**src/rtl/ps2_pkg.sv**
```systemverilog
// ---------------------------------------------------------------------------
// ps2_pkg -- shared types and constants for the PS/2 receiver slice.
//
// Contents:
//   state_t            receiver FSM state encoding (IDLE, DPS, LOAD)
//   DATA_W             width of one received byte
//   FRAME_SHIFT_BITS   bits shifted in after the start bit (8 data, parity, stop)
//   PS2_PARITY_ODD     required XOR over data + parity bit (odd parity)
//   odd_parity_ok()    parity check helper used when parity checking is built
// ---------------------------------------------------------------------------
package ps2_pkg;

    typedef enum logic [1:0] {
        IDLE,
        DPS,
        LOAD
    } state_t;

    localparam int   DATA_W           = 8;
    localparam int   FRAME_SHIFT_BITS = 10;
    localparam logic PS2_PARITY_ODD   = 1'b1;

    // True when the data byte plus its parity bit carry an odd number of ones.
    function automatic logic odd_parity_ok(input logic [DATA_W-1:0] data,
                                           input logic              par);
        return ((^data) ^ par) == PS2_PARITY_ODD;
    endfunction

endpackage

```
**src/rtl/ps2_clk_filter.sv**
```systemverilog
// ---------------------------------------------------------------------------
// ps2_clk_filter -- line conditioning for the PS/2 receiver.
//
// Both raw lines are brought into the clk domain through 2-FF synchronisers.
// The synchronised clock line then runs through a FILTER_LEN-deep shift
// register; the filtered level only changes once every stage agrees, so
// pulses shorter than FILTER_LEN cycles are rejected. A falling edge of the
// filtered level produces a one-cycle 'fall' pulse.
//
// Ports:
//   clk     in   system clock
//   reset   in   asynchronous reset, active-low
//   ps2c    in   raw PS/2 clock line (asynchronous)
//   ps2d    in   raw PS/2 data line (asynchronous)
//   fall    out  one-cycle pulse on a filtered ps2c falling edge
//   ps2d_s  out  synchronised ps2d, valid to sample while fall is high
// ---------------------------------------------------------------------------
module ps2_clk_filter #(
    parameter int FILTER_LEN = 8
) (
    input  logic clk,
    input  logic reset,
    input  logic ps2c,
    input  logic ps2d,
    output logic fall,
    output logic ps2d_s
);

    logic                  c_meta, c_sync;
    logic                  d_meta, d_sync;
    logic [FILTER_LEN-1:0] filt_sreg;
    logic [FILTER_LEN-1:0] filt_sreg_next;
    logic                  filt;
    logic                  filt_prev;

    assign filt_sreg_next = {filt_sreg[FILTER_LEN-2:0], c_sync};

    // NOTE: state registers use non-blocking assignments so every flop samples
    // the pre-edge values of the others; blocking here would collapse the
    // synchroniser chain into a single stage.
    // NOTE: the synchronisers and filter reset to 1 (the idle level of an
    // open-collector PS/2 line) so releasing reset never fakes a falling edge.
    always_ff @(posedge clk or negedge reset) begin
        if (!reset) begin
            c_meta    <= 1'b1;
            c_sync    <= 1'b1;
            d_meta    <= 1'b1;
            d_sync    <= 1'b1;
            filt_sreg <= '1;
            filt      <= 1'b1;
            filt_prev <= 1'b1;
        end else begin
            c_meta    <= ps2c;
            c_sync    <= c_meta;
            d_meta    <= ps2d;
            d_sync    <= d_meta;
            filt_sreg <= filt_sreg_next;
            // Decide on the incoming window so the level moves in the same
            // cycle the window becomes uniform; mixed windows hold the level.
            if (&filt_sreg_next) begin
                filt <= 1'b1;
            end else if (~|filt_sreg_next) begin
                filt <= 1'b0;
            end
            filt_prev <= filt;
        end
    end

    assign fall   = filt_prev & ~filt;
    assign ps2d_s = d_sync;

endmodule

```
**src/rtl/ps2_rx.sv**
```systemverilog
// ---------------------------------------------------------------------------
// ps2_rx -- PS/2 device-to-host receiver.
//
// Deserialises 11-bit PS/2 frames (start, 8 data bits LSB first, odd parity,
// stop) and presents each good byte on dout together with a one-cycle
// rx_done_tick. Bad frames (start bit 1, stop bit 0, inter-bit timeout, and
// optionally parity) produce a one-cycle frame_err instead and leave dout
// untouched. dout/rx_done_tick feed the downstream packet buffer's d/tick.
//
// Build option:
//   PS2_RX_PARITY_EN  when defined, odd parity is checked in addition to the
//                     stop bit; otherwise the parity bit is received and
//                     ignored.
//
// Parameters:
//   FILTER_LEN   consecutive equal ps2c samples needed to change level (2..16)
//   TIMEOUT_CYC  clk cycles allowed between falling edges inside a frame
//
// Ports:
//   clk           in   system clock
//   reset         in   asynchronous reset, active-low
//   rx_en         in   receive enable, only gates start-bit recognition
//   ps2c          in   raw PS/2 clock line
//   ps2d          in   raw PS/2 data line
//   dout          out  last correctly received byte
//   rx_done_tick  out  one-cycle pulse, dout holds a new byte
//   frame_err     out  one-cycle pulse, a frame was discarded
// ---------------------------------------------------------------------------
module ps2_rx
    import ps2_pkg::*;
#(
    parameter int FILTER_LEN  = 8,
    parameter int TIMEOUT_CYC = 5000
) (
    input  logic              clk,
    input  logic              reset,
    input  logic              rx_en,
    input  logic              ps2c,
    input  logic              ps2d,
    output logic [DATA_W-1:0] dout,
    output logic              rx_done_tick,
    output logic              frame_err
);

    localparam int TW = $clog2(TIMEOUT_CYC);

    logic                          fall;
    logic                          ps2d_s;
    state_t                        state;
    // Only the first nine shifted bits need storing: the tenth (stop) bit is
    // taken straight from the line in the cycle its fall is seen.
    logic [FRAME_SHIFT_BITS-2:0]   shreg;
    logic [FRAME_SHIFT_BITS-1:0]   frame;
    logic [3:0]                    bit_cnt;
    logic [TW-1:0]                 tmo_cnt;
    logic                          frame_ok;

    ps2_clk_filter #(
        .FILTER_LEN (FILTER_LEN)
    ) u_filter (
        .clk    (clk),
        .reset  (reset),
        .ps2c   (ps2c),
        .ps2d   (ps2d),
        .fall   (fall),
        .ps2d_s (ps2d_s)
    );

    // Shift register contents after shifting the current data sample into
    // the MSB: {stop, parity, data[7:0]} once the tenth bit arrives.
    assign frame = {ps2d_s, shreg};

`ifdef PS2_RX_PARITY_EN
    assign frame_ok = frame[FRAME_SHIFT_BITS-1] &
                      odd_parity_ok(frame[DATA_W-1:0], frame[DATA_W]);
`else
    assign frame_ok = frame[FRAME_SHIFT_BITS-1];
`endif

    // The frame verdict is registered on the stop-bit fall so that dout and
    // rx_done_tick/frame_err become visible together during the LOAD cycle,
    // one clk after the fall.
    always_ff @(posedge clk or negedge reset) begin
        if (!reset) begin
            state        <= IDLE;
            shreg        <= '0;
            bit_cnt      <= '0;
            tmo_cnt      <= '0;
            dout         <= '0;
            rx_done_tick <= 1'b0;
            frame_err    <= 1'b0;
        end else begin
            rx_done_tick <= 1'b0;
            frame_err    <= 1'b0;
            unique case (state)
                IDLE: begin
                    if (fall && rx_en) begin
                        if (!ps2d_s) begin
                            bit_cnt <= 4'(FRAME_SHIFT_BITS);
                            tmo_cnt <= '0;
                            state   <= DPS;
                        end else begin
                            frame_err <= 1'b1;
                        end
                    end
                end
                DPS: begin
                    if (fall) begin
                        shreg   <= frame[FRAME_SHIFT_BITS-1:1];
                        bit_cnt <= bit_cnt - 4'd1;
                        tmo_cnt <= '0;
                        if (bit_cnt == 4'd1) begin
                            state <= LOAD;
                            if (frame_ok) begin
                                dout         <= frame[DATA_W-1:0];
                                rx_done_tick <= 1'b1;
                            end else begin
                                frame_err <= 1'b1;
                            end
                        end
                    end else if (tmo_cnt == TW'(TIMEOUT_CYC - 1)) begin
                        frame_err <= 1'b1;
                        state     <= IDLE;
                    end else begin
                        tmo_cnt <= tmo_cnt + 1'b1;
                    end
                end
                LOAD: begin
                    state <= IDLE;
                end
                default: begin
                    state <= IDLE;
                end
            endcase
        end
    end

endmodule

```
**config.mk**
```make
export PLATFORM = sky130hd
export DESIGN_NAME = ps2_rx
export DESIGN_NICKNAME = d
export VERILOG_FILES = /design/src/rtl/ps2_pkg.sv /design/src/rtl/ps2_clk_filter.sv /design/src/rtl/ps2_rx.sv
export SDC_FILE = /design/constraint.sdc
export NUM_CORES = 1
export LEC_CHECK = 0
export ABC_AREA = 1
export CORE_ASPECT_RATIO = 1.5
export CORE_UTILIZATION = 52
export CTS_CLUSTER_SIZE = 40
export DETAILED_ROUTE_END_ITERATION = 8
export GPL_TIMING_DRIVEN = 0
export PLACE_DENSITY = 0.82
export SYNTH_ARGS = -nofsm -noshare
export SYNTH_HDL_FRONTEND = slang
export SYNTH_HIERARCHICAL = 1
export SYNTH_SLANG_ARGS = --single-unit
export TNS_END_PERCENT = 20
```
**constraint.sdc**
```tcl
create_clock -name clk -period 1.7 [get_ports clk]
set_input_delay 0.255 -clock clk [delete_from_list [all_inputs] [get_ports clk]]
set_output_delay 0.255 -clock clk [all_outputs]
set_load 0.02 [all_outputs]
```
==> run metrics <==
sw frac 35.2%; Port Buffer Count 14; TritonCTS clock tree done; top cell type's share of synthesized area 41.5%; synth unique cells 28; Detail Route Antenna Nets 0; drt drc 0; first-pass GRT wire length between 7 and 8 mm; Comb pwr share 29.6%; # IOs 15; starting density of the core a little over half; Crit-path slowest cell dfstp_2; Finished Layout Cells 343; Max-Slew Margin vs Limit 61.7%; Power Density 1220 nW/um2; clock slew at reported path FFs ~0.09 ns; DR vias roughly 1800; warning count from the yosys run 6; async set-reset flop share out of synthesis 100%; grt ovf 0; Critical Path Fanout Max 5; Gate Count Post-Synth ~260; Netlist Area Pre-Place about 2300 um2; P_sw about 0.0012 W; RSZ-0062 raised after global routing true; Pre-Repair DR Iteration Count 4; number of antenna diodes 0; CTS root buf clkbuf_8; Pleak 1.29 nW; All-Layer GR Usage 20.0%; Worst path max stage delay ~0.54 ns; Worst path top cell family by delay simple AND/OR/NAND/NOR gates; clk_skew about 0.0070 ns; Placer Congestion a little over 0.8; dpl hpwl a little under 3 mm; nets@finish around 300; Slew @ Worst Pin between 0.5 and 0.6 ns; Syn Nets 270; dpl cells ~320; Clock Sinks a little over 50; vias in the first global route between 1500 and 2000; Slew Viols, Final 0; Synth Flop Type dfrtp_1; final setup vio count 0; GR Layer Usage met1 around 23%; area grow syn2layout 22.1%; grt peak-use layer met2; clock network power share between 20% and 30%; Final TNS setup 0 ns; std cell rows 29; multi-input logic area 901 um2; timing-limited maximum frequency 0.593 GHz; Sequential Area ~1300 um2; worst hold margin 0.350 ns; EDFF count, synth 0; final period utilization roughly 99%; most instantiated cells after synthesis 76 x nand2_1, 38 x dfrtp_1, 32 x inv_1; drt total wl approximately 4.7 mm; later-pin clock latency in the skew report between 0.3 and 0.4 ns; sequential fraction of the synthesis area a little under three fifths; largest net degree at the start of global routing 27; Die ar. ~4700 um2; ranking of synthesized cells by area dfrtp_1 42%, dfstp_2 15%, nand2_1 12%, inv_1 5.2%, o21ai_0 4.6%; H-tree Lvls 2; grt met3 use about 4.5%; Hold Path Class input pin to flop; Die Ht about 83 um; Final Hold Viols 0; #FFs+latches synth 51; Worst Path Arrival 1.89 ns; share of cells above drive strength 1 20.2%; outcome complete, no violations; syn_area_per_cell roughly 9 um2; critical path capture point type flop; Crit Path Class flop to flop; Fill cells roughly 300; top-count cell post-synth nand2_1; CP Cell Sequence inv_2 -> nor2_4 -> clkinv_4 -> nor2_8 -> inv_4 -> nor2_4 -> nand2_4 -> buf_8 -> nand2_4 -> o21ai_2; CTS Buf Count 5; Die W approximately 56 um; buffer and inverter count on the worst path 4; DR iter-0 viols 50; maximum VDD drop a little under 1 mV; Power Internal approximately 0.0022 W; Max-cap violations 0; Max clock buf depth 2; Critical Path RT between 1.5 and 2 ns; met2 Use GR 34.4%; Critical Path Start Type flop; via/cell ratio roughly 5.4; wire length per cell around 14 um; area leader, netlist dfrtp_1; sequential power share around 46%; fin util approximately 66%; antenna violations before repair 0; core area 4210 um2; Tmin final 1.69 ns
metrics by stage:
stage	cell area [um2]	worst slack, ns	power [W]
CTS	2670	0.0227	0.00329
global route	2800	-0.105	0.00363
floorplan	2290	0.0880	0.00219
global placement	2490	-1.06	0.00238
finish	2800	0.0131	0.00342
detailed placement	2510	-0.144	0.00242
layout make-up:
type	instances	area share, %
Sequential cell	51	46.3
Multi-Input combinational cell	175	32.2
Timing Repair Buffer	26	9.66
Inverter	35	4.97
Clock buffer	7	3.85
Tap cell	46	2.06
Buffer	2	0.671
Clock inverter	1	0.313
final timing paths:
| path | slack [ns] | depth (start not counted) | from | end |
|---|---|---|---|---|
| max reg2reg | 0.01 | 10 | u_filter/filt_prev | dout[7] |
| min in group asynchronous | 0.47 | 2 | reset | tmo_cnt[7] |
| max | 0.01 | 10 | u_filter/filt_prev | dout[7] |
| max in group asynchronous | 0.69 | 3 | reset | tmo_cnt[0] |
| min reg2reg | 0.36 | 0 | u_filter/c_meta | u_filter/c_sync |
| min | 0.35 | 1 | ps2d | u_filter/d_meta |
power by group through the flow:
stage / registers (W) / logic, W / clock network [W]
after global placement: 0.00158 / 0.000799 / 0
after floorplan: 0.00156 / 0.000632 / 0
after global routing: 0.00161 / 0.00113 / 0.000887
final: 0.00158 / 0.00101 / 0.000834
after CTS: 0.00157 / 0.000873 / 0.000845
after detailed placement: 0.00159 / 0.000836 / 0
logic make-up (layout without fill, tap and decap cells):
group | after synthesis | count (layout) | synth area share, %
DFF | 51 | 51 | 56.4
xor gates and xnor gates | 2 | 2 | 0.765
buffers and inverters | 37 | 71 | 6.39
AOI/OAI and AO/OA | 38 | 38 | 9.89
adders and majority gates | 3 | 3 | 1.64
and+or+nand+nor | 131 | 132 | 24.9
registers in the layout, summed over array words and instances, names as in the netlist:
register	count
u_filter/ps2d_s	1
frame_err	1
u_filter/c_sync	1
u_filter/c_meta	1
u_filter/filt_sreg	7
dout	8
u_filter/filt	1
bit_cnt	4
u_filter/filt_prev	1
u_filter/d_meta	1
shreg	9
tmo_cnt	13
state	2
rx_done_tick	1
cells in the final DEF, fill, tap and decap left out, types with 2 or more instances in the layout:
master	instances
dfrtp_1	37
nand3_1	11
inv_2	2
nand2_1	74
nand2_4	4
o21ai_1	2
nand4_1	7
nor2_4	3
o21ai_0	20
buf_12	2
nor2_1	22
inv_1	31
buf_4	8
nand2_2	3
clkbuf_8	6
o21ai_2	8
ha_1	3
dfstp_2	13
a21oi_1	4
nor3_1	3
a31oi_1	2
clkbuf_16	2
clkdlybuf4s50_1	13
per-layer routing:
metal	share of wire (%)	vias up	wire length, um
li1	-	898	-
met1	39	886	1850
met2	54	46	2550
met3	4.3	12	202
met4	2.8	0	133
met5	0	-	0
repair_timing:
item                       in CTS  in global routing
resized for setup               7                 10
hold buffers                    1                  0
setup endpoints to repair      21                 19
buffers inserted                1                  8
cloned                          0                  2
hold endpoints to repair       12                  0
pin swaps                       2                  4
(Power assumes the default switching activity.)
